===== config.mk =====
export PLATFORM = sky130hd
export DESIGN_NAME = gemm_operand_sequencer
export DESIGN_NICKNAME = d
export VERILOG_FILES = /design/src/rtl/gemm_operand_sequencer.sv
export SDC_FILE = /design/constraint.sdc
export NUM_CORES = 1
export LEC_CHECK = 0
export CAP_MARGIN = 30
export CORE_ASPECT_RATIO = 1.4
export CORE_MARGIN = 1.5
export CORE_UTILIZATION = 50
export CTS_CLUSTER_SIZE = 20
export DETAILED_ROUTE_END_ITERATION = 8
export HOLD_SLACK_MARGIN = 0.1
export PLACE_DENSITY = 0.7
export SETUP_SLACK_MARGIN = 0.3
export SYNTH_ARGS = -nofsm -noshare
export SYNTH_HDL_FRONTEND = slang
export SYNTH_SLANG_ARGS = --single-unit
export TNS_END_PERCENT = 10

===== constraint.sdc =====
create_clock -name clk -period 10.3 [get_ports clk]
set_input_delay 1.03 -clock clk [delete_from_list [all_inputs] [get_ports clk]]
set_output_delay 1.03 -clock clk [all_outputs]
set_load 0.005 [all_outputs]

===== src/rtl/gemm_operand_sequencer.sv =====
// Buffers A columns / B rows for a 2x2 GEMM and replays them as lane-skewed
// streams (lane i delayed by i cycles) toward the input manager.
module gemm_operand_sequencer #(
    parameter int OP_WIDTH = 8,
    parameter int K_MAX    = 8,
    parameter int K_W      = $clog2(K_MAX + 1)
) (
    input  logic                  clk,
    input  logic                  reset,
    input  logic                  load_valid,
    output logic                  load_ready,
    input  logic [2*OP_WIDTH-1:0] load_a_column,
    input  logic [2*OP_WIDTH-1:0] load_b_row,
    output logic [K_W-1:0]        load_count,
    input  logic                  start,
    input  logic [K_W-1:0]        k_len,
    output logic                  start_err,
    output logic                  busy,
    output logic                  done,
    output logic [2*OP_WIDTH-1:0] new_a_column,
    output logic [2*OP_WIDTH-1:0] new_b_row,
    output logic [1:0]            new_a_column_ena,
    output logic [1:0]            new_b_row_ena
);

    localparam int LW    = 2 * OP_WIDTH;
    localparam int IDX_W = (K_MAX > 1) ? $clog2(K_MAX) : 1;

    typedef enum logic {
        IDLE   = 1'b0,
        STREAM = 1'b1
    } state_t;

    state_t          state_q, state_d;
    logic [K_W-1:0]  load_count_q, load_count_d;
    logic [K_W-1:0]  k_q, k_d;
    logic [K_W-1:0]  t_q, t_d;
    logic [LW-1:0]   a_q, a_d;
    logic [LW-1:0]   b_q, b_d;
    logic [1:0]      a_ena_q, a_ena_d;
    logic [1:0]      b_ena_q, b_ena_d;
    logic            done_q, done_d;
    logic            start_err_q, start_err_d;

    logic [LW-1:0]   a_mem [K_MAX];
    logic [LW-1:0]   b_mem [K_MAX];

    logic [LW-1:0]   lane_a;
    logic [LW-1:0]   lane_b;
    logic [1:0]      lane_ena;
    logic            load_fire;
    logic            start_accept;
    logic            start_ok;

    // The done cycle still counts as busy, so neither loads nor starts are taken there.
    assign load_ready   = (state_q == IDLE) && !done_q && (load_count_q < K_W'(K_MAX));
    assign load_fire    = load_valid && load_ready;
    assign start_accept = (state_q == IDLE) && !done_q && start;
    assign start_ok     = (k_len != '0) && (k_len <= load_count_q);

    genvar gi;
    generate
        for (gi = 0; gi < 2; gi++) begin : g_lane
            localparam logic [K_W-1:0] OFS = K_W'(gi);
            logic [K_W-1:0]   lane_t;
            logic [IDX_W-1:0] idx;

            assign lane_t       = t_q - OFS;
            assign idx          = lane_t[IDX_W-1:0];
            assign lane_ena[gi] = (t_q >= OFS) && (lane_t < k_q);
            assign lane_a[gi*OP_WIDTH +: OP_WIDTH] =
                lane_ena[gi] ? a_mem[idx][gi*OP_WIDTH +: OP_WIDTH] : '0;
            assign lane_b[gi*OP_WIDTH +: OP_WIDTH] =
                lane_ena[gi] ? b_mem[idx][gi*OP_WIDTH +: OP_WIDTH] : '0;
        end
    endgenerate

    always_ff @(posedge clk) begin
        if (load_fire) begin
            a_mem[load_count_q[IDX_W-1:0]] <= load_a_column;
            b_mem[load_count_q[IDX_W-1:0]] <= load_b_row;
        end
    end

    always_comb begin
        state_d      = state_q;
        load_count_d = load_count_q;
        k_d          = k_q;
        t_d          = t_q;
        a_d          = '0;
        b_d          = '0;
        a_ena_d      = '0;
        b_ena_d      = '0;
        done_d       = 1'b0;
        start_err_d  = 1'b0;

        case (state_q)
            IDLE: begin
                if (load_fire) begin
                    load_count_d = load_count_q + 1'b1;
                end
                if (start_accept) begin
                    if (start_ok) begin
                        k_d     = k_len;
                        t_d     = '0;
                        state_d = STREAM;
                    end else begin
                        start_err_d = 1'b1;
                    end
                end
            end
            STREAM: begin
                a_d     = lane_a;
                b_d     = lane_b;
                a_ena_d = lane_ena;
                b_ena_d = lane_ena;
                t_d     = t_q + 1'b1;
                if (t_q == k_q) begin
                    done_d       = 1'b1;
                    state_d      = IDLE;
                    load_count_d = '0;
                    t_d          = '0;
                end
            end
            default: state_d = IDLE;
        endcase
    end

    always_ff @(posedge clk) begin
        if (reset) begin
            state_q      <= IDLE;
            load_count_q <= '0;
            k_q          <= '0;
            t_q          <= '0;
            a_q          <= '0;
            b_q          <= '0;
            a_ena_q      <= '0;
            b_ena_q      <= '0;
            done_q       <= 1'b0;
            start_err_q  <= 1'b0;
        end else begin
            state_q      <= state_d;
            load_count_q <= load_count_d;
            k_q          <= k_d;
            t_q          <= t_d;
            a_q          <= a_d;
            b_q          <= b_d;
            a_ena_q      <= a_ena_d;
            b_ena_q      <= b_ena_d;
            done_q       <= done_d;
            start_err_q  <= start_err_d;
        end
    end

    assign load_count       = load_count_q;
    assign start_err        = start_err_q;
    assign busy             = (state_q == STREAM) || done_q;
    assign done             = done_q;
    assign new_a_column     = a_q;
    assign new_b_row        = b_q;
    assign new_a_column_ena = a_ena_q;
    assign new_b_row_ena    = b_ena_q;

endmodule

# Yosys cells after proc, flatten, opt, wreduce, memory -nomap -nowiden
# Memory sizes are Yosys's and may differ from the RTL's. A register that Yosys moved wholly into a read port is not among the register bits.
# Index checks and enable logic that the tools add are counted.
# totals
ff_bits	17
ramBits	256
in_bits	40
output_inout_bits	44
word_cells	59
mem_count	2
# classes
addsub	3
n_lt_le_gt_ge	6
eq_ne	5
mux	15
bitwise_logic	4
reduce_logical	17
# mem_list
memory	words	width	read_ports	rd_clocked_by_memory_dff	write_ports	line_no	text
a_mem	8	16	2	2	1	45	logic [LW-1:0] a_mem [K_MAX];
b_mem	8	16	2	2	1	46	logic [LW-1:0] b_mem [K_MAX];
# ops
operator	n
2-to-1 mux 4 bit	5
case mux 4 bit (2 select lines)	2
OR reduction 3 bit	3
adder 4 x 1 -> 4 bit (second input constant)	2
>= comparator 4 x 1 -> 1 bit (second input constant)	2
less-than comparator 4 bit	2
logical AND 1 bit	7
2-to-1 mux 1 bit	7
inequality test 2 bit (second input constant)	3
equality test 4 bit	1
less-or-equal comparator 4 bit	1
less-than comparator 4 bit (second input constant)	1
inverter 1 bit	4
AND reduction 2 bit	2
nonzero test 4 bit	1
subtractor 4 x 1 -> 4 bit (second input constant)	1
AND reduction 3 bit	1
inequality test 2 x 1 -> 1 bit (second input constant)	1
case mux 1 bit (2 select lines)	1
OR reduction 2 bit	1
logical NOT 1 bit	1
logical OR 1 bit	1

# Logic depth before layout (Yosys ltp)
# depth
depth_word	6
depth_mapped	15

# Worst setup path before layout
# No wires, ideal clock.
# synth_path
kind	input port to flip-flop
start	input port load_valid
end	memory a_mem[6][0] in the netlist's numbering, enable pin
setup_time_ns	0.461
arrival_time_ns	3.949
required_ns	9.839
setup_slack_ns	5.890
cell_stages	3
path_buffers	0
cell_sequence	nor4b_1 > nand2b_1 > nor3_1
# synth_between
elab_chain_cells	3
# synth_lines
element	line_no	text
start: declaration	10	input logic load_valid,
logical AND 1 bit	57	assign load_fire = load_valid && load_ready;
2-to-1 mux 1 bit	79	if (load_fire) begin
2-to-1 mux 1 bit (not written as such)	80	a_mem[load_count_q[IDX_W-1:0]] <= load_a_column;
end: declaration	45	
# No other way between the ends.

# Worst setup path after layout
# layout_path
start	input port load_valid
end	memory b_mem[2][11] in the netlist's numbering, enable pin
# layout_between
elab_chain_cells	3
# layout_lines
element	line_no	text
logical AND 1 bit	57	
2-to-1 mux 1 bit	79	
2-to-1 mux 1 bit (not written as such)	81	b_mem[load_count_q[IDX_W-1:0]] <= load_b_row;
end: declaration	46	
# No other way between the ends.

==> results.txt <==
* IO Count: 84
* Top FF cell, synth: sky130_fd_sc_hd__edfxtp_1
- In this run the worst path has a maximum fanout of 19.
* Post-place instance area: 12,900 um2
- For this configuration, the core starts out at a cell density of 0.511.
* Part of the total power dissipated in combinational logic: 0.048
- For this design the static power due to leakage is 0.00455 uW.
- Of the post-synthesis cell area, the dominant cell type holds 0.663.
- After synthesis, the netlist uses 40 different library cells.
- Share of async-settable or async-resettable flops after synthesis: 0
- Final Cycle Share: 0.301
- Register area share after synthesis: 0.748
- Number of nets produced by synthesis: 638
- Setup total negative slack on the finished layout was measured at 0 ns.
- The cell area that synthesis handed to floorplanning was 11,600 um2.
- Clock-pin slew on the worst setup and hold paths: 0.06 ns
* Core region area: 22,700 um2
- Post-detailed-placement half-perimeter wirelength: 12,600 um
* Routing usage on met3: 0.0274
- Clock insertion delay at the later pin of the skew report: 0.53 ns
* Global routing met2 resource utilization: 0.342
- Counting tap cells, the placed design contains a total of 947 instances.
* Starting DRT DRC Count: 400
- By instance count, the leading cell after synthesis is sky130_fd_sc_hd__edfxtp_1.
- For the pin with the worst max-slew slack, the measured transition is 0.857 ns.
- The floorplan step defined a die boundary enclosing 24,100 um2.
* Detailed-route via count: 5,594
- Number of nets in the final layout: 733
* RD Place Congestion: 0.792
- In the routed design, unresolved DRC markers number 0.
- The path with the worst hold slack has its endpoint at k_q[1].
* Cell family with the largest share of critical-path delay: simple AND/OR/NAND/NOR gates
- Of the total power, the clock network draws 0.401.
* Setup Fix Bufs, Post-CTS: 0
* Time the final worst path needs with I/O delays and setup: 3.10 ns
* End of the worst register-to-register path: new_b_row[10]
- STA puts the critical path data required time at 10.53 ns.
- The global routing stage identified its most utilized layer as met2.
- Number of buffers and inverters on the critical path: 2
- Worst vdd ir: 0.127 mV
- Setup repair after global routing left no endpoint under its margin.
- Die Span X: 132 um
* Largest net degree at the start of global routing: 38
- Met1 capacity usage during global routing: 0.215
* Number of antenna violations at the first check in global routing: 2
- The flow ran to the end, and the final reports show no timing, DRC or antenna violations.
- Number of nets with antenna violations after routing: 0
* CTS Sinks: 305
- Across every metal layer, demand over resource in global routing totals 0.181.
* Final routed wirelength across all metal layers: 21,100 um
- Non-Filler Cell Area, Final: 13,800 um2
* Register-to-register setup slack: 7.30 ns
- Kind of start point of the critical path: input port
- By startpoint and endpoint, the worst setup path is classified as input port to flip-flop.
- The number of gates resized after CTS was 0.
* Highest attainable clock frequency: 323 MHz
- Root buffer cell: sky130_fd_sc_hd__clkbuf_16
- In this run the worst hold path is classified as flip-flop to flip-flop.
- Source of the worst register-to-register timing path: t_q[1]
- H-Tree Level Count: 1
- Global routing finished with a remaining overflow of 0.
- In this run the power density over the cells is 181 nW/um2.
- Measured along the y axis, the die boundary spans 183 um.
- Sorting the synthesized cells by area gives the leading types as sky130_fd_sc_hd__edfxtp_1 (66%), sky130_fd_sc_hd__mux4_2 (12%), sky130_fd_sc_hd__dfxtp_1 (8.5%).
- Series of cell instances along the critical path: clkdlybuf4s50_1, nor4b_1, nand2b_1, nor2_4, buf_16
* Commonest cells in the netlist: sky130_fd_sc_hd__edfxtp_1 (256), sky130_fd_sc_hd__mux4_2 (64), sky130_fd_sc_hd__dfxtp_1 (49)
- Post-synthesis sequential element count: 305
* Number of global-route vias before repair: 6,035
* Maximum Capacitance Violations: 0
- Summed over all instances, the cell type with the most area after synthesis is sky130_fd_sc_hd__edfxtp_1.
- After detailed routing, the average wire length per cell comes to 21.1 um.
- Dividing the detail-routed via count by the number of cells gives 5.59.
- Count of flip-flops with a built-in enable after synthesis: 256
- Of the total power, registers draw 0.551.
* Startpoint of the worst hold path: k_q[1]
- Number of buffers added on ports: 83
* Clock buffers created by TritonCTS: 28
* Cell depth of the worst flop-to-flop path: 9
- Final critical-path setup slack: 7.20 ns
- Data arrival time at the worst-slack endpoint: 3.33 ns
* Initial DRT Pass Iterations: 6
* Slowest cell delay on critical path: 0.61 ns
- Final Setup Violations: 0
- Gate count of the mapped netlist: 582
* Minimum setup slack after placement: 6.63 ns
- Row generation in the floorplan step produced 65 rows.
* Hold_buf cts: 0
- TritonCTS built the clock tree.
- Of the cells placed in the final design, the portion with a size suffix greater than 1 is 0.210.
- Average instance area after synthesis: 19.9 um2
- The internal portion of the total power is 1990 uW.
- Of the total power, the share spent switching nets is 0.203.
- On the final layout, the worst clock skew is 0.00773 ns.
- Number of hold violations in the final report: 0
* Slowest CP cell: sky130_fd_sc_hd__nor4b_1
* Nature of the critical path endpoint: flip-flop
* Total net switching power: 508 uW
- Instance count on the critical path: 5
- The longest clock path from root to sink contains 3 buffers.
* Final cell count without fillers: 1,001
- Area growth from synthesis to layout: 18.9%
- Max-Slew Margin vs Limit: 0.429
* Max-slew violation count: 0
- First-pass GRT wire length: 33,500 um
- Fill cells in the final layout number 1,566.
* YS warnings: 0
* Worst hold path cell count: 2
-- cell families (layout without fill, tap and decap cells) --
logic type / count (synthesis) / count (layout) / synth area share
flops: 305 / 305 / 0.748
mux: 96 / 96 / 0.152
simple gates: 86 / 86 / 0.0426
buf+inv: 47 / 164 / 0.0206
compound gates: 29 / 29 / 0.0169
fa+ha+maj: 16 / 16 / 0.0173
xor+xnor: 3 / 3 / 0.00291
other cells: 0 / 1 / 0
-- metal layers --
metal | vias to the layer above | routed length, um
met5 | - | 0
met4 | 0 | 436
met3 | 28 | 814
met2 | 126 | 11600
met1 | 2901 | 8190
li1 | 2539 | -
-- metrics by stage --
stage / util / power [uW] / hold slack (ns)
4_1_cts: 0.606 / 2520 / 0.497
6_report: 0.607 / 2500 / 0.495
5_1_grt: 0.607 / 2580 / 0.527
3_5_place_dp: 0.567 / 1520 / 0.488
2_1_floorplan: - / 1460 / 0.454
3_3_place_gp: 0.561 / 1510 / 0.470
-- power groups by stage --
stage | clock network, uW | registers, uW | logic [uW]
after floorplan | 0 | 1400 | 65.1
after CTS | 1020 | 1370 | 122
after detailed placement | 0 | 1400 | 121
after global placement | 0 | 1400 | 115
after global routing | 1070 | 1380 | 131
final | 1000 | 1370 | 120
-- worst max path at each step --
stage | from | end | slack (ns)
detailed placement | load_valid | a_mem[4][11] | 6.63
global placement | load_valid | a_mem[2][5] | 6.45
CTS | load_valid | b_mem[2][11] | 7.20
finish | load_valid | b_mem[2][11] | 7.20
global route | load_valid | b_mem[2][11] | 6.98
floorplan | load_valid | a_mem[6][0] | 5.89
-- placed cells by master, fill, tap and decap left out, types with 3 or more instances in the layout --
master / count
sky130_fd_sc_hd__a21oi_1: 8
sky130_fd_sc_hd__buf_16: 4
sky130_fd_sc_hd__mux4_2: 64
sky130_fd_sc_hd__clkdlybuf4s50_1: 83
sky130_fd_sc_hd__clkinv_2: 8
sky130_fd_sc_hd__nor2_4: 4
sky130_fd_sc_hd__nor3_1: 28
sky130_fd_sc_hd__nor2_1: 9
sky130_fd_sc_hd__nor3_2: 12
sky130_fd_sc_hd__buf_4: 7
sky130_fd_sc_hd__inv_1: 14
sky130_fd_sc_hd__nand3_1: 5
sky130_fd_sc_hd__ha_1: 16
sky130_fd_sc_hd__clkinv_1: 5
sky130_fd_sc_hd__or3b_2: 3
sky130_fd_sc_hd__o21a_1: 5
sky130_fd_sc_hd__dfxtp_1: 48
sky130_fd_sc_hd__clkbuf_1: 3
sky130_fd_sc_hd__o21ai_0: 7
sky130_fd_sc_hd__nand2_1: 9
sky130_fd_sc_hd__clkbuf_16: 29
sky130_fd_sc_hd__mux2i_1: 32
sky130_fd_sc_hd__edfxtp_1: 256
-- flip-flops by register name, indices dropped and copies added (netlist names) --
name           cells
state_q            1
start_err          1
new_a_column      16
a_mem            128
done               1
b_mem            128
new_b_row_ena      2
load_count         4
t_q                4
k_q                4
new_b_row         16
-- layout make-up --
| class | instances | area (um2) | area share |
|---|---|---|---|
| Clock buffer | 33 | 751 | 0.0545 |
| Multi-Input combinational cell | 230 | 2730 | 0.198 |
| Clock inverter | 19 | 151 | 0.0110 |
| Sequential cell | 305 | 8670 | 0.629 |
| Inverter | 16 | 60.1 | 0.00436 |
| Timing Repair Buffer | 96 | 1030 | 0.0750 |
| Antenna cell | 1 | 2.50 | 0.000182 |
| Tap cell | 301 | 377 | 0.0273 |
-- worst min-delay path: cells and delay by family (launching register included) --
| kind | cells | cell delay [ns] |
|---|---|---|
| flip-flops | 1 | 0.31 |
| AO/OA/AOI/OAI | 2 | 0.14 |
Power figures use the tool's default switching activity.
